[src/rtl/frix_rst_pkg.sv]
// Shared definitions for the Frix reset sequencer: FSM state encoding,
// state width and the counter-width helper.
package frix_rst_pkg;

  localparam int STATE_W = 2;

  typedef enum logic [STATE_W-1:0] {
    ST_WAIT_LOCK = 2'd0,
    ST_HOLD      = 2'd1,
    ST_RELEASE   = 2'd2,
    ST_RUN       = 2'd3
  } state_e;

  // Width that holds max_val with one spare bit, so counters never wrap.
  function automatic int cnt_width(input int max_val);
    return $clog2(max_val) + 1;
  endfunction

endpackage

[src/rtl/frix_sync_ff.sv]
// N-stage synchroniser with asynchronous active-low reset and a
// configurable reset value.
module frix_sync_ff #(
  parameter int   STAGES    = 2,
  parameter logic RESET_VAL = 1'b0
) (
  input  logic clk_i,
  input  logic rst_n_i,
  input  logic d_i,
  output logic q_o
);

  logic [STAGES-1:0] sync_q;

  // NOTE: sequential state always uses non-blocking assignments so every
  // flop samples the pre-edge value of its neighbour.
  always_ff @(posedge clk_i or negedge rst_n_i) begin
    if (!rst_n_i) sync_q <= {STAGES{RESET_VAL}};
    else          sync_q <= {sync_q[STAGES-2:0], d_i};
  end

  assign q_o = sync_q[STAGES-1];

endmodule

[src/rtl/frix_rst_seq.sv]
// Reset sequencer: lock-gated, staggered per-channel reset release with
// soft-reset countdowns. Heartbeat enabled by FRIX_RST_HEARTBEAT_EN.
module frix_rst_seq
  import frix_rst_pkg::*;
#(
  parameter int CHANNELS    = 3,
  parameter int SYNC_STAGES = 2,
  parameter int HOLD_CYCLES = 1024,
  parameter int STAGE_GAP   = 16,
  parameter int SOFT_HOLD   = 64,
  parameter int HB_WIDTH    = 26
) (
  input  logic                CLK,
  input  logic                RST_X,
  input  logic                PLL_LOCKED,
  input  logic [CHANNELS-1:0] SOFT_REQ,
  output logic [CHANNELS-1:0] RST_X_OUT,
  output logic                READY,
  output logic [STATE_W-1:0]  STATE,
  output logic                HEARTBEAT
);

  localparam int STAGE_MAX = (CHANNELS - 1) * STAGE_GAP;
  localparam int HOLD_W    = cnt_width(HOLD_CYCLES);
  localparam int STAGE_W   = cnt_width(STAGE_MAX + 1);
  localparam int SOFT_W    = cnt_width(SOFT_HOLD);

  if (SYNC_STAGES < 2 || HOLD_CYCLES < 1 || STAGE_GAP < 1 || HB_WIDTH < 1) begin : g_bad_param
    $error("frix_rst_seq: parameter out of range");
  end

  logic rst_int_n;
  logic lock_s;

  frix_sync_ff #(.STAGES(SYNC_STAGES), .RESET_VAL(1'b0)) u_rst_sync (
    .clk_i(CLK), .rst_n_i(RST_X), .d_i(1'b1), .q_o(rst_int_n)
  );

  frix_sync_ff #(.STAGES(SYNC_STAGES), .RESET_VAL(1'b0)) u_lock_sync (
    .clk_i(CLK), .rst_n_i(rst_int_n), .d_i(PLL_LOCKED), .q_o(lock_s)
  );

  state_e               state_q, state_d;
  logic [HOLD_W-1:0]    hold_cnt_q, hold_cnt_d;
  logic [STAGE_W-1:0]   stage_cnt_q, stage_cnt_d;
  logic [CHANNELS-1:0]  rst_out_q, rst_out_d, rel_d, soft_act_d;
  logic                 ready_q, ready_d;
  logic                 run_ok;

  // NOTE: every variable gets a default before the case so no path can
  // leave it unassigned and infer a latch.
  always_comb begin
    state_d     = state_q;
    hold_cnt_d  = '0;
    stage_cnt_d = '0;
    rel_d       = rst_out_q;
    if (state_q != ST_WAIT_LOCK && !lock_s) begin
      state_d = ST_WAIT_LOCK;
      rel_d   = '0;
    end else begin
      case (state_q)
        ST_WAIT_LOCK: begin
          rel_d = '0;
          if (lock_s) state_d = ST_HOLD;
        end
        ST_HOLD: begin
          rel_d = '0;
          if (hold_cnt_q == HOLD_W'(HOLD_CYCLES - 1)) state_d = ST_RELEASE;
          else                                        hold_cnt_d = hold_cnt_q + 1'b1;
        end
        ST_RELEASE: begin
          if (&rst_out_q) begin
            state_d = ST_RUN;
          end else begin
            for (int i = 0; i < CHANNELS; i++)
              if (stage_cnt_q == STAGE_W'(i * STAGE_GAP)) rel_d[i] = 1'b1;
            stage_cnt_d = (stage_cnt_q == STAGE_W'(STAGE_MAX)) ? stage_cnt_q
                                                               : stage_cnt_q + 1'b1;
          end
        end
        ST_RUN:  rel_d = '1;
        default: state_d = ST_WAIT_LOCK;
      endcase
    end
  end

  // Soft requests only act once the FSM is settled in RUN with lock held.
  assign run_ok = (state_q == ST_RUN) && lock_s;

  for (genvar i = 0; i < CHANNELS; i++) begin : g_soft
    logic              act_q, act_d;
    logic [SOFT_W-1:0] cnt_q, cnt_d;

    always_comb begin
      act_d = act_q;
      cnt_d = cnt_q;
      if (!run_ok) begin
        act_d = 1'b0;
        cnt_d = '0;
      end else if (SOFT_REQ[i]) begin
        act_d = 1'b1;
        cnt_d = SOFT_W'(SOFT_HOLD);
      end else if (act_q) begin
        if (cnt_q == '0) act_d = 1'b0;
        else             cnt_d = cnt_q - 1'b1;
      end
    end

    always_ff @(posedge CLK or negedge rst_int_n) begin
      if (!rst_int_n) begin
        act_q <= 1'b0;
        cnt_q <= '0;
      end else begin
        act_q <= act_d;
        cnt_q <= cnt_d;
      end
    end

    assign soft_act_d[i] = act_d;
  end

  assign rst_out_d = rel_d & ~soft_act_d;
  assign ready_d   = (state_d == ST_RUN) && (&rst_out_d);

  always_ff @(posedge CLK or negedge rst_int_n) begin
    if (!rst_int_n) begin
      state_q     <= ST_WAIT_LOCK;
      hold_cnt_q  <= '0;
      stage_cnt_q <= '0;
      rst_out_q   <= '0;
      ready_q     <= 1'b0;
    end else begin
      state_q     <= state_d;
      hold_cnt_q  <= hold_cnt_d;
      stage_cnt_q <= stage_cnt_d;
      rst_out_q   <= rst_out_d;
      ready_q     <= ready_d;
    end
  end

`ifdef FRIX_RST_HEARTBEAT_EN
  logic [HB_WIDTH-1:0] hb_cnt_q;
  logic                hb_q;

  always_ff @(posedge CLK or negedge rst_int_n) begin
    if (!rst_int_n) begin
      hb_cnt_q <= '0;
      hb_q     <= 1'b0;
    end else begin
      hb_cnt_q <= ready_q ? hb_cnt_q + 1'b1 : '0;
      hb_q     <= hb_cnt_q[HB_WIDTH-1];
    end
  end

  assign HEARTBEAT = hb_q;
`else
  assign HEARTBEAT = 1'b0;
`endif

  assign RST_X_OUT = rst_out_q;
  assign READY     = ready_q;
  assign STATE     = state_q;

endmodule

[config.mk]
export PLATFORM = sky130hd
export DESIGN_NAME = frix_rst_seq
export DESIGN_NICKNAME = d
export VERILOG_FILES = /design/src/rtl/frix_rst_pkg.sv /design/src/rtl/frix_sync_ff.sv /design/src/rtl/frix_rst_seq.sv
export SDC_FILE = /design/constraint.sdc
export NUM_CORES = 1
export LEC_CHECK = 0
export ABC_AREA = 1
export BUFFER_PORTS_ARGS = -buffer_cell sky130_fd_sc_hd__buf_4
export CAP_MARGIN = 20
export CORE_MARGIN = 2
export CORE_UTILIZATION = 35
export DETAILED_ROUTE_END_ITERATION = 6
export RECOVER_POWER = 100
export SETUP_SLACK_MARGIN = 0.3
export SYNTH_ARGS = -nofsm -noshare
export SYNTH_HDL_FRONTEND = slang
export SYNTH_HIERARCHICAL = 1
export SYNTH_SLANG_ARGS = --single-unit
[constraint.sdc]
create_clock -name CLK -period 2.3 [get_ports CLK]
set_input_delay 0.23 -clock CLK [delete_from_list [all_inputs] [get_ports CLK]]
set_output_delay 0.23 -clock CLK [all_outputs]
set_load 0.005 [all_outputs]
==> metrics, run 1 <==
outcome finished clean; hpwl dp 3.50 mm; Leak Pwr approximately 0.0015 µW; vias post-DR around 1900; Slew Viols, Final 0; core area 7250 µm²; Cells on Worst Hold Path 1; Final min period approximately 1700 ps; Final Power approximately 1600 µW; max-capacitance violation count 0; largest vdd supply drop 292 µV; fraction of layout cells with a size suffix above 1 a little under a tenth; total CTS buffers 5; clock buffer depth 2; RSZ-0062 raised after global routing false; Post-route DRC 0; Worst R2R Setup Slack 590 ps; worst reg-to-reg path cell count 10; Buffers & Inverters on Critical Path 2; syn_nets 304; final hold viol count 0; # diodes 0; area of the multi-input gates 1110 µm²; critical path peak fanout 5; R2R Path End READY$_DFF_PN0_; WP data arrival 1950 ps; clock share of power 36.1%; Worst-Skew Late Latency 310 ps; fmax 586 MHz; sequential power share 60.5%; post-synth top area share 49.5%; Syn Area/Cell 9.09 µm²; Post-DRT Antenna Nets 0; largest net degree at the start of global routing 24; initial antenna violation count 0; DR iter-0 viols 72; Fin Setup TNS 0 ps; switch share between 20 and 25%; sequential area share after synthesis 49.5%; H-tree depth 2; CP Capture Type flip-flop; Comb power frac 3.4%; TritonCTS Sinks 52; top post-synthesis cells by area dfrtp_1, nand2_1, inv_1; Min-Delay Endpoint u_lock_sync/sync_q[0]$_DFF_PN0_; CTS tree done; sw power 347 µW; Mapped Area 2630 µm²; Cells after Synth 289; Tot GR Track Use 12.2%; YS warnings 6; clock-pin slew on the worst setup and hold paths 90 ps; CP Launch Type flip-flop; final period utilization between 70% and 80%; Internal 1210 µW; Worst Min Path Start PLL_LOCKED; Final GP Congestion 0.793; drt pass-1 iters 4; Root Driver clkbuf_8; die area 8210 µm²; Port Buffers 11; leading area contributor after synthesis dfrtp_1; Die H 90.6 µm; FF+latch area 1300 µm²; CP Class reg -> reg; Hold WC Path Type in -> reg; first-pass GRT wire length 8.24 mm; RR Startpoint g_soft[1].cnt_q[0]$_DFFE_PN0P_; Synth cell types 31; vias per cell 4.70; final setup vio count 0; CP peak stage delay between 300 and 400 ps; Starting Density 36.2%; Worst Skew between 4 and 5 ps; CP max-delay cell dfrtp_1; drt wl/cell between 10 and 15 µm; num ports 13; Util after Layout 39.8%; power per cell area ~540 nW/µm²; Finished Layout Cells roughly 410; number of global-route vias before repair about 1900; Routed WL about 4.7 mm; die outline width 90.6 µm; synthesized flop and latch total 52; Top cell by count, worst path nor2_1; remaining global-route overflow 0; Setup Fix Bufs, Post-CTS 0; FP Rows 31; fin nets 324; fillers around 740; worst slew pin tran ~870 ps; Slew headroom around two fifths; placed insts 400; Req. time, crit path 2550 ps; crit-path cells inv_1, ha_1, inv_1, nor2_1, nand3_1, nor2_1, nor2_1, nand2_2, nand3_1, nor2_2; area growth from synthesis to layout 9.86%; CP delay by family, top simple AND/OR/NAND/NOR gates
[timing repair]
item	CTS	global route
endpoints found under the setup margin	0	0
gates resized for setup	0	0
hold buffers	1	0
hold endpoints to repair	2	0
[Yosys cell counts]
master and number:
and2_1 1, nand4_4 1, nor2_2 4, nor3_1 6, xnor2_1 7, nand2_2 5
buf_4 1, inv_2 1, ha_1 9, o21ai_1 1, nor2_8 1, nand2_1 43
a21oi_1 7, o21ai_0 18, nand3_2 2, nand3_1 20, xor2_1 12, o22ai_1 8
inv_1 38, nor3b_1 3, a21oi_2 2, dfrtp_1 52, conb_1 2, nand4_1 4
inv_4 1, a211oi_1 3, nand4_2 2, nor2_4 3, nand3_4 1, and3_1 1
nor2_1 30
[cells by family after synthesis]
logic type      after synthesis  share of synthesized area, %
compound gates               39                          8.38
xor+xnor                     19                          6.34
fa+ha+maj                     9                          4.29
buf+inv                      41                          6.10
flops                        52                          49.5
other cells                   2                         0.286
simple gates                127                          25.1
[area by class of cell]
type                       count  share of cell area, %
sequential                    52                   45.1
multi-input combinational    196                   38.6
inverter                      40                   5.29
tap                           99                   4.29
clock buffer                   7                   3.34
timing repair buffer          14                   3.34
[per-layer routing]
metal | GRT usage [%] | vias up | part of all wire, %
met5 | 0 | - | 0
met4 | 3.46 | 0 | 1.3
met3 | 2.84 | 8 | 3.0
met2 | 20.2 | 27 | 48
met1 | 16.1 | 911 | 48
li1 | - | 971 | -
[state kept, by name, summed over array words and instances (netlist names)]
name,flops
u_lock_sync/sync_q,2
STATE,2
READY,1
g_soft.cnt_q,21
g_soft.act_q,3
RST_X_OUT,3
hold_cnt_q,11
u_rst_sync/sync_q,2
stage_cnt_q,7
[per-stage QoR]
stage | hold slack (ps) | instance area [µm²] | worst slack [ps]
global route | 38.7 | 2890 | 326
global placement | 13.3 | 2840 | 840
CTS | 17.6 | 2950 | 774
detailed placement | 13.8 | 2840 | 797
finish | 47.0 | 2890 | 594
floorplan | -65.6 | 2630 | 745
[cell usage in the layout, fill, tap and decap left out]
cell,count
dfrtp_1,52
nand2_1,46
inv_1,38
nor2_1,33
nand3_1,23
o21ai_0,19
xor2_1,12
a21oi_1,9
ha_1,9
o22ai_1,8
xnor2_1,7
clkbuf_8,7
clkbuf_4,7
nor3_1,6
nand4_1,4
a211oi_1,3
nor3b_1,3
clkbuf_1,3
buf_4,3
nor2_2,2
nand4_2,2
nor2_4,2
nand2_2,2
conb_1,2
inv_2,1
nor2_8,1
and2_0,1
inv_4,1
nand4_4,1
and3_1,1
dlygate4sd3_1,1
[power groups by stage]
stage	logic, µW	clock network, µW	registers (µW)
2_1_floorplan	28.6	0	962
3_3_place_gp	56.3	0	960
3_5_place_dp	57.8	0	960
4_1_cts	59.3	578	942
5_1_grt	62.7	615	944
6_report	53.5	562	940
[worst max-delay path by stage]
stage,from,to,slack [ps],cells after the start
after floorplan,u_rst_sync/sync_q[1]$_DFF_PN0_,READY$_DFF_PN0_,750,0
after global placement,g_soft[1].cnt_q[0]$_DFFE_PN0P_,READY$_DFF_PN0_,840,10
after detailed placement,g_soft[0].cnt_q[0]$_DFFE_PN0P_,g_soft[0].cnt_q[5]$_DFFE_PN0P_,800,9
after CTS,g_soft[0].cnt_q[0]$_DFFE_PN0P_,g_soft[0].cnt_q[3]$_DFFE_PN0P_,770,9
after global routing,u_rst_sync/sync_q[1]$_DFF_PN0_,g_soft[1].cnt_q[1]$_DFFE_PN0P_,330,1
final,g_soft[1].cnt_q[0]$_DFFE_PN0P_,READY$_DFF_PN0_,590,10
[worst register-to-register path: stages (launching register included)]
cell and delay (ps):
dfrtp_1 390, inv_1 110, ha_1 150, inv_1 30, nor2_1 70, nand3_1 160, nor2_1 290, nor2_1 170
nand2_2 90, nand3_1 70, nor2_2 100
Note: power is estimated with default switching activity, not from simulation.
==> run 2: changes to the inputs <==
Clock period 2.3 ns to 1.5 ns, I/O delays scaled along.
==> metrics, run 2 (synthesis results as in run 1) <==
Worst-Skew Late Latency 310 ps (about the same); Cell Area, Placed 2940 µm² (+3.4%); Routed WL 6.11 mm (+30%); final setup vio count 0 (unchanged); Leak Pwr 0.00181 µW (+20%); Post-route DRC 0 (unchanged); Post-DRT Antenna Nets 0 (unchanged); Worst Skew 15.7 ps (+11.0 ps); clock buffer depth 2 (unchanged); largest net degree at the start of global routing 33 (+38%); CP Capture Type flip-flop; die outline width 90.6 µm (unchanged); Fin Setup TNS 0 ps (unchanged); CP max-delay cell dfrtp_1; Internal 1850 µW (+53%); worst hold margin 146 ps (+99.2 ps); crit-path cells inv_2, ha_4, inv_2, nor2_1, nand3_1, nand2_2, clkbuf_1, a21oi_4, nand2_1, o21ai_1; area growth from synthesis to layout 42.5%; Top cell by count, worst path inv_2; clock-pin slew on the worst setup and hold paths 90 ps (about the same); critical path peak fanout 3 (-2); sw power 590 µW (+70%); RR Startpoint g_soft[2].cnt_q[1]$_DFFE_PN0P_; DR iter-0 viols 69 (-4.2%); CTS tree done; largest registers g_soft.cnt_q x21, hold_cnt_q x11, stage_cnt_q x7; H-tree depth 2 (unchanged); # diodes 0 (unchanged); Slew Viols, Final 0 (unchanged); largest vdd supply drop 352 µV (+20%); Starting Density 36.2% (unchanged); switch share 24.2% (+1.9 points); WP data arrival 1620 ps (-330 ps); FP Rows 31 (unchanged); vias per cell 4.79 (+1.9%); Tot GR Track Use 15.1% (+2.8 points); Largest Register g_soft.cnt_q; CP Launch Type flip-flop; Die H 90.6 µm (unchanged); Final min period 1430 ps (-281 ps); fmax 702 MHz (+20%); Worst R2R Setup Slack 70 ps (-520 ps); first-pass GRT wire length 9.99 mm (+21%); drt wl/cell 13.4 µm (+17%); Hold WC Path Type in -> async; Req. time, crit path 1700 ps (-850 ps); sequential power share 58.9% (-1.6 points); CP peak stage delay 410 ps (+20 ps); drt pass-1 iters 4 (unchanged); RSZ-0062 raised after global routing true; fin nets 371 (+15%); CP Class reg -> reg; die area 8210 µm² (unchanged); Util after Layout 51.6% (+12 points); outcome finished clean; Root Driver clkbuf_8; R2R Path End g_soft[2].cnt_q[6]$_DFFE_PN0P_; max-capacitance violation count 0 (unchanged); final hold viol count 0 (unchanged); initial antenna violation count 0 (unchanged); Port Buffers 11 (unchanged); total CTS buffers 5 (unchanged); worst slew pin tran 982 ps (+107 ps); worst reg-to-reg path cell count 10 (unchanged); num ports 13 (unchanged); Slew headroom 34.5% (-7.2 points); max reg flops 21 (unchanged); power per cell area 651 nW/µm² (+21%); hpwl dp 3.46 mm (-0.99%); fillers 641 (-13%); vias post-DR 2183 (+14%); clock share of power 35.2% (-0.9 points); TritonCTS Sinks 52 (unchanged); commonest non-fill, non-tap cell in the layout dfrtp_1; number of global-route vias before repair 2231 (+20%); core area 7250 µm² (unchanged); most frequent cells in the layout dfrtp_1, nand2_1, buf_4; Layout Cell Area excl Fill 3740 µm² (+30%); fraction of layout cells with a size suffix above 1 42.9% (+33 points); Final GP Congestion 0.788 (-0.64%); Comb power frac 5.9% (+2.5 points); final period utilization 95.0% (+21 points); remaining global-route overflow 0 (unchanged)
## run 2: changes by cell type in the layout (fill, tap and decap cells not counted), sizes merged
cell,previous run,this run
buf,3,46
clkbuf,17,19
clkdlybuf4s15,0,1
clkinvlp,0,1
dlygate4sd3,1,2
## run 2: cell type report
cell class / instances / area (µm²) / area share (%)
timing repair buffer: 61 / 512 / 13.7
clock buffer: 7 / 86.3 / 2.31
sequential: 52 / 1310 / 34.9
inverter: 40 / 155 / 4.14
clock inverter: 1 / 7.51 / 0.201
tap: 99 / 124 / 3.31
multi-input combinational: 196 / 1550 / 41.5
## run 2: what timing repair did
item	CTS	global route
buffers inserted	34	9
endpoints found under the hold margin	3	0
gates resized for setup	70	50
cloned	1	0
endpoints found under the setup margin	46	47
pin swaps	29	33
hold buffers	2	0
## run 2: worst max-delay path: cells and delay by family, from the launching register on
family	cells	cell delay (ps)
AO/OA/AOI/OAI	2	150
flip-flops	1	410
adder cells (fa/ha/maj)	1	120
AND/OR/NAND/NOR	4	390
buffers and inverters	3	260
## run 2: how the worst max path moves through the flow
| stage | start | to |
|---|---|---|
| 6_report | g_soft[2].cnt_q[1]$_DFFE_PN0P_ | g_soft[2].cnt_q[6]$_DFFE_PN0P_ |
| 5_1_grt | g_soft[0].cnt_q[5]$_DFFE_PN0P_ | g_soft[0].cnt_q[6]$_DFFE_PN0P_ |
| 4_1_cts | g_soft[0].cnt_q[1]$_DFFE_PN0P_ | g_soft[0].cnt_q[0]$_DFFE_PN0P_ |
| 3_5_place_dp | g_soft[2].cnt_q[1]$_DFFE_PN0P_ | READY$_DFF_PN0_ |
| 3_3_place_gp | g_soft[2].cnt_q[0]$_DFFE_PN0P_ | READY$_DFF_PN0_ |
| 2_1_floorplan | g_soft[1].cnt_q[0]$_DFFE_PN0P_ | READY$_DFF_PN0_ |
## run 2: per-layer routing
metal	GRT usage, %	wire length (µm)	up-vias
met4	4.87	88	0
li1	-	-	1070
met3	3.59	151	7
met5	0	0	-
met2	26.0	3150	28
met1	18.5	2720	1078
## run 2: stage by stage
step / cells / setup slack, ps / power (µW)
after floorplan: 289 / 177 / 1520
after global placement: 402 / 83.3 / 1580
after detailed placement: 402 / 20.1 / 1580
after CTS: 447 / 105 / 2490
after global routing: 456 / -0.528 / 2560
final: 456 / 74.5 / 2440
## run 2: power groups by stage
stage / clock [µW] / sequential, µW / combinational, µW
5_1_grt: 958 / 1440 / 163
2_1_floorplan: 0 / 1480 / 46.2
6_report: 857 / 1430 / 143
4_1_cts: 893 / 1440 / 161
3_5_place_dp: 0 / 1460 / 116
3_3_place_gp: 0 / 1460 / 114
==> run 3: changes to the inputs <==
Settings changed: SETUP_SLACK_MARGIN 0.3 to default.
==> metrics, run 3 (synthesis results as in run 1) <==
Worst-Skew Late Latency 310 ps (about the same); hpwl dp 3.47 mm (+0.35%); most frequent cells in the layout dfrtp_1, nand2_1, inv_1; switch share 23.5% (-0.72 points); met2 GRT Util 20.5% (-5.5 points); Post-DRT Antenna Nets 0 (unchanged); first-pass GRT wire length 8.54 mm (-15%); number of global-route vias before repair 1866 (-16%); fraction of layout cells with a size suffix above 1 25.2% (-18 points); num ports 13 (unchanged); worst reg-to-reg path cell count 9 (-1); Post-route DRC 0 (unchanged); drt wl/cell 11.7 µm (-13%); CP peak stage delay 410 ps (about the same); GRT busiest layer met2; Final Worst Setup Slack 8.84 ps (-65.7 ps); DR iter-0 viols 62 (-10%); Port Buffers 11 (unchanged); CP Class reg -> reg; power per cell area 758 nW/µm² (+16%); worst slew pin tran 571 ps (-412 ps); Final GP Congestion 0.761 (-3.3%); final setup vio count 0 (unchanged); Starting Density 36.2% (unchanged); fmax 671 MHz (-4.4%); clock-pin slew on the worst setup and hold paths 90 ps (about the same); WP data arrival 1720 ps (+100 ps); CTS tree done; commonest non-fill, non-tap cell in the layout dfrtp_1; H-tree depth 2 (unchanged); die outline width 90.6 µm (unchanged); Top cell by count, worst path inv_2; CP Launch Type flip-flop; met1 usage 16.5% (-2.0 points); critical path peak fanout 8 (+5); Largest Register g_soft.cnt_q; final period utilization 99.4% (+4.4 points); vias per cell 4.65 (-2.8%); Final min period 1490 ps (+65.7 ps); initial antenna violation count 0 (unchanged); Internal 1840 µW (-0.50%); vias post-DR 1978 (-9.4%); area growth from synthesis to layout 20.6%; sequential power share 59.8% (+0.9 points); drt pass-1 iters 4 (unchanged); Cell Area, Placed 2900 µm² (-1.2%); fillers 726 (+13%); clock share of power 35.5% (+0.3 points); CP max-delay cell dfrtp_1; Worst Skew 2.87 ps (-12.8 ps); fin nets 340 (-8.4%); pre-CTS setup slack 59.0 ps (+38.9 ps); R2R Path End g_soft[2].cnt_q[4]$_DFFE_PN0P_; Critical Path Source g_soft[2].cnt_q[1]$_DFFE_PN0P_; Layout Cell Area excl Fill 3170 µm² (-15%); Die H 90.6 µm (unchanged); area of the multi-input gates 1250 µm² (-19%); largest vdd supply drop 404 µV (+15%); max-capacitance violation count 0 (unchanged); total CTS buffers 5 (unchanged); largest net degree at the start of global routing 43 (+30%); Worst R2R Setup Slack 9 ps (-70 ps); CP Capture Type flip-flop; core area 7250 µm² (unchanged); Tot GR Track Use 12.5% (-2.5 points); sw power 564 µW (-4.3%); RR Startpoint g_soft[2].cnt_q[1]$_DFFE_PN0P_; max reg flops 21 (unchanged); FP Rows 31 (unchanged); # diodes 0 (unchanged); Slew Viols, Final 0 (unchanged); Req. time, crit path 1730 ps (+30 ps); FF+latch area 1310 µm² (about the same); final hold viol count 0 (unchanged); largest registers g_soft.cnt_q x21, hold_cnt_q x11, stage_cnt_q x7; met3 global-route usage 3.42% (-0.17 points); Root Driver clkbuf_8; die area 8210 µm² (unchanged); crit-path cells inv_2, ha_4, inv_2, nor2_2, nand3_2, nand2_2, nand3_4, buf_4, o22ai_1; Leak Pwr 0.00162 µW (-11%); Comb power frac 4.7% (-1.2 points); Hold WC Path Type in -> async; clock buffer depth 2 (unchanged); outcome finished clean; Slew headroom 62.0% (+27 points); TritonCTS Sinks 52 (unchanged); worst hold margin 133 ps (-12.9 ps); Setup crit end g_soft[2].cnt_q[4]$_DFFE_PN0P_; RSZ-0062 raised after global routing true; remaining global-route overflow 0 (unchanged); Routed WL 4.96 mm (-19%)
## run 3: cell types whose count changed in the layout (fill, tap and decap cells not counted), sizes merged
cell / previous run / this run
clkinv: 0 / 1
inv: 40 / 41
clkinvlp: 1 / 0
buf: 46 / 21
clkbuf: 19 / 13
clkdlybuf4s15: 1 / 0
## run 3: final cells by class
cell class / count / area share [%]
Tap cell: 99 / 3.91
Sequential cell: 52 / 41.2
Multi-Input combinational cell: 196 / 39.5
Timing Repair Buffer: 30 / 7.54
Clock inverter: 2 / 0.434
Clock buffer: 6 / 2.61
Inverter: 40 / 4.82
## run 3: how the worst min path moves through the flow
stage,from,endpoint,slack (ps),cells past startpoint
finish,RST_X,u_rst_sync/sync_q[0]$_DFF_PN0_,130,2
global route,RST_X,u_rst_sync/sync_q[0]$_DFF_PN0_,140,2
CTS,RST_X,u_rst_sync/sync_q[1]$_DFF_PN0_,130,2
detailed placement,RST_X,u_rst_sync/sync_q[0]$_DFF_PN0_,-70,1
global placement,RST_X,u_rst_sync/sync_q[0]$_DFF_PN0_,-70,1
floorplan,RST_X,u_rst_sync/sync_q[0]$_DFF_PN0_,-150,0
## run 3: critical path: cells and delay by family, from the launching register on
| family | cells | cell delay [ps] |
|---|---|---|
| simple gates | 4 | 490 |
| flops | 1 | 410 |
| buf+inv | 3 | 300 |
| fa+ha+maj | 1 | 130 |
| compound gates | 1 | 100 |
## run 3: power groups by stage
stage	logic (µW)	clock network, µW	registers, µW
final	112	852	1440
after global routing	129	923	1440
after CTS	112	887	1440
after detailed placement	107	0	1470
after global placement	108	0	1460
after floorplan	43.8	0	1470
## run 3: metal layers
metal	part of all wire, %	vias up	routed length, µm
li1	-	1010	-
met1	49	942	2410
met2	48	19	2360
met3	2.9	7	144
met4	1.1	0	53
met5	0	-	0
## run 3: timing repair
item | 4_1_cts | 5_1_grt
endpoints found under the setup margin | 0 | 26
resized for setup | 0 | 34
buffers inserted | 0 | 10
hold buffers | 2 | 0
endpoints found under the hold margin | 3 | 0
## run 3: stage by stage
stage / cells / total power (µW) / utilization (%) / setup TNS (ps)
floorplan: 289 / 1520 / - / 0
global placement: 405 / 1570 / 40.0 / 0
detailed placement: 405 / 1570 / 40.0 / 0
CTS: 415 / 2440 / 41.6 / 0
global route: 425 / 2490 / 43.7 / -205
finish: 425 / 2400 / 43.7 / 0
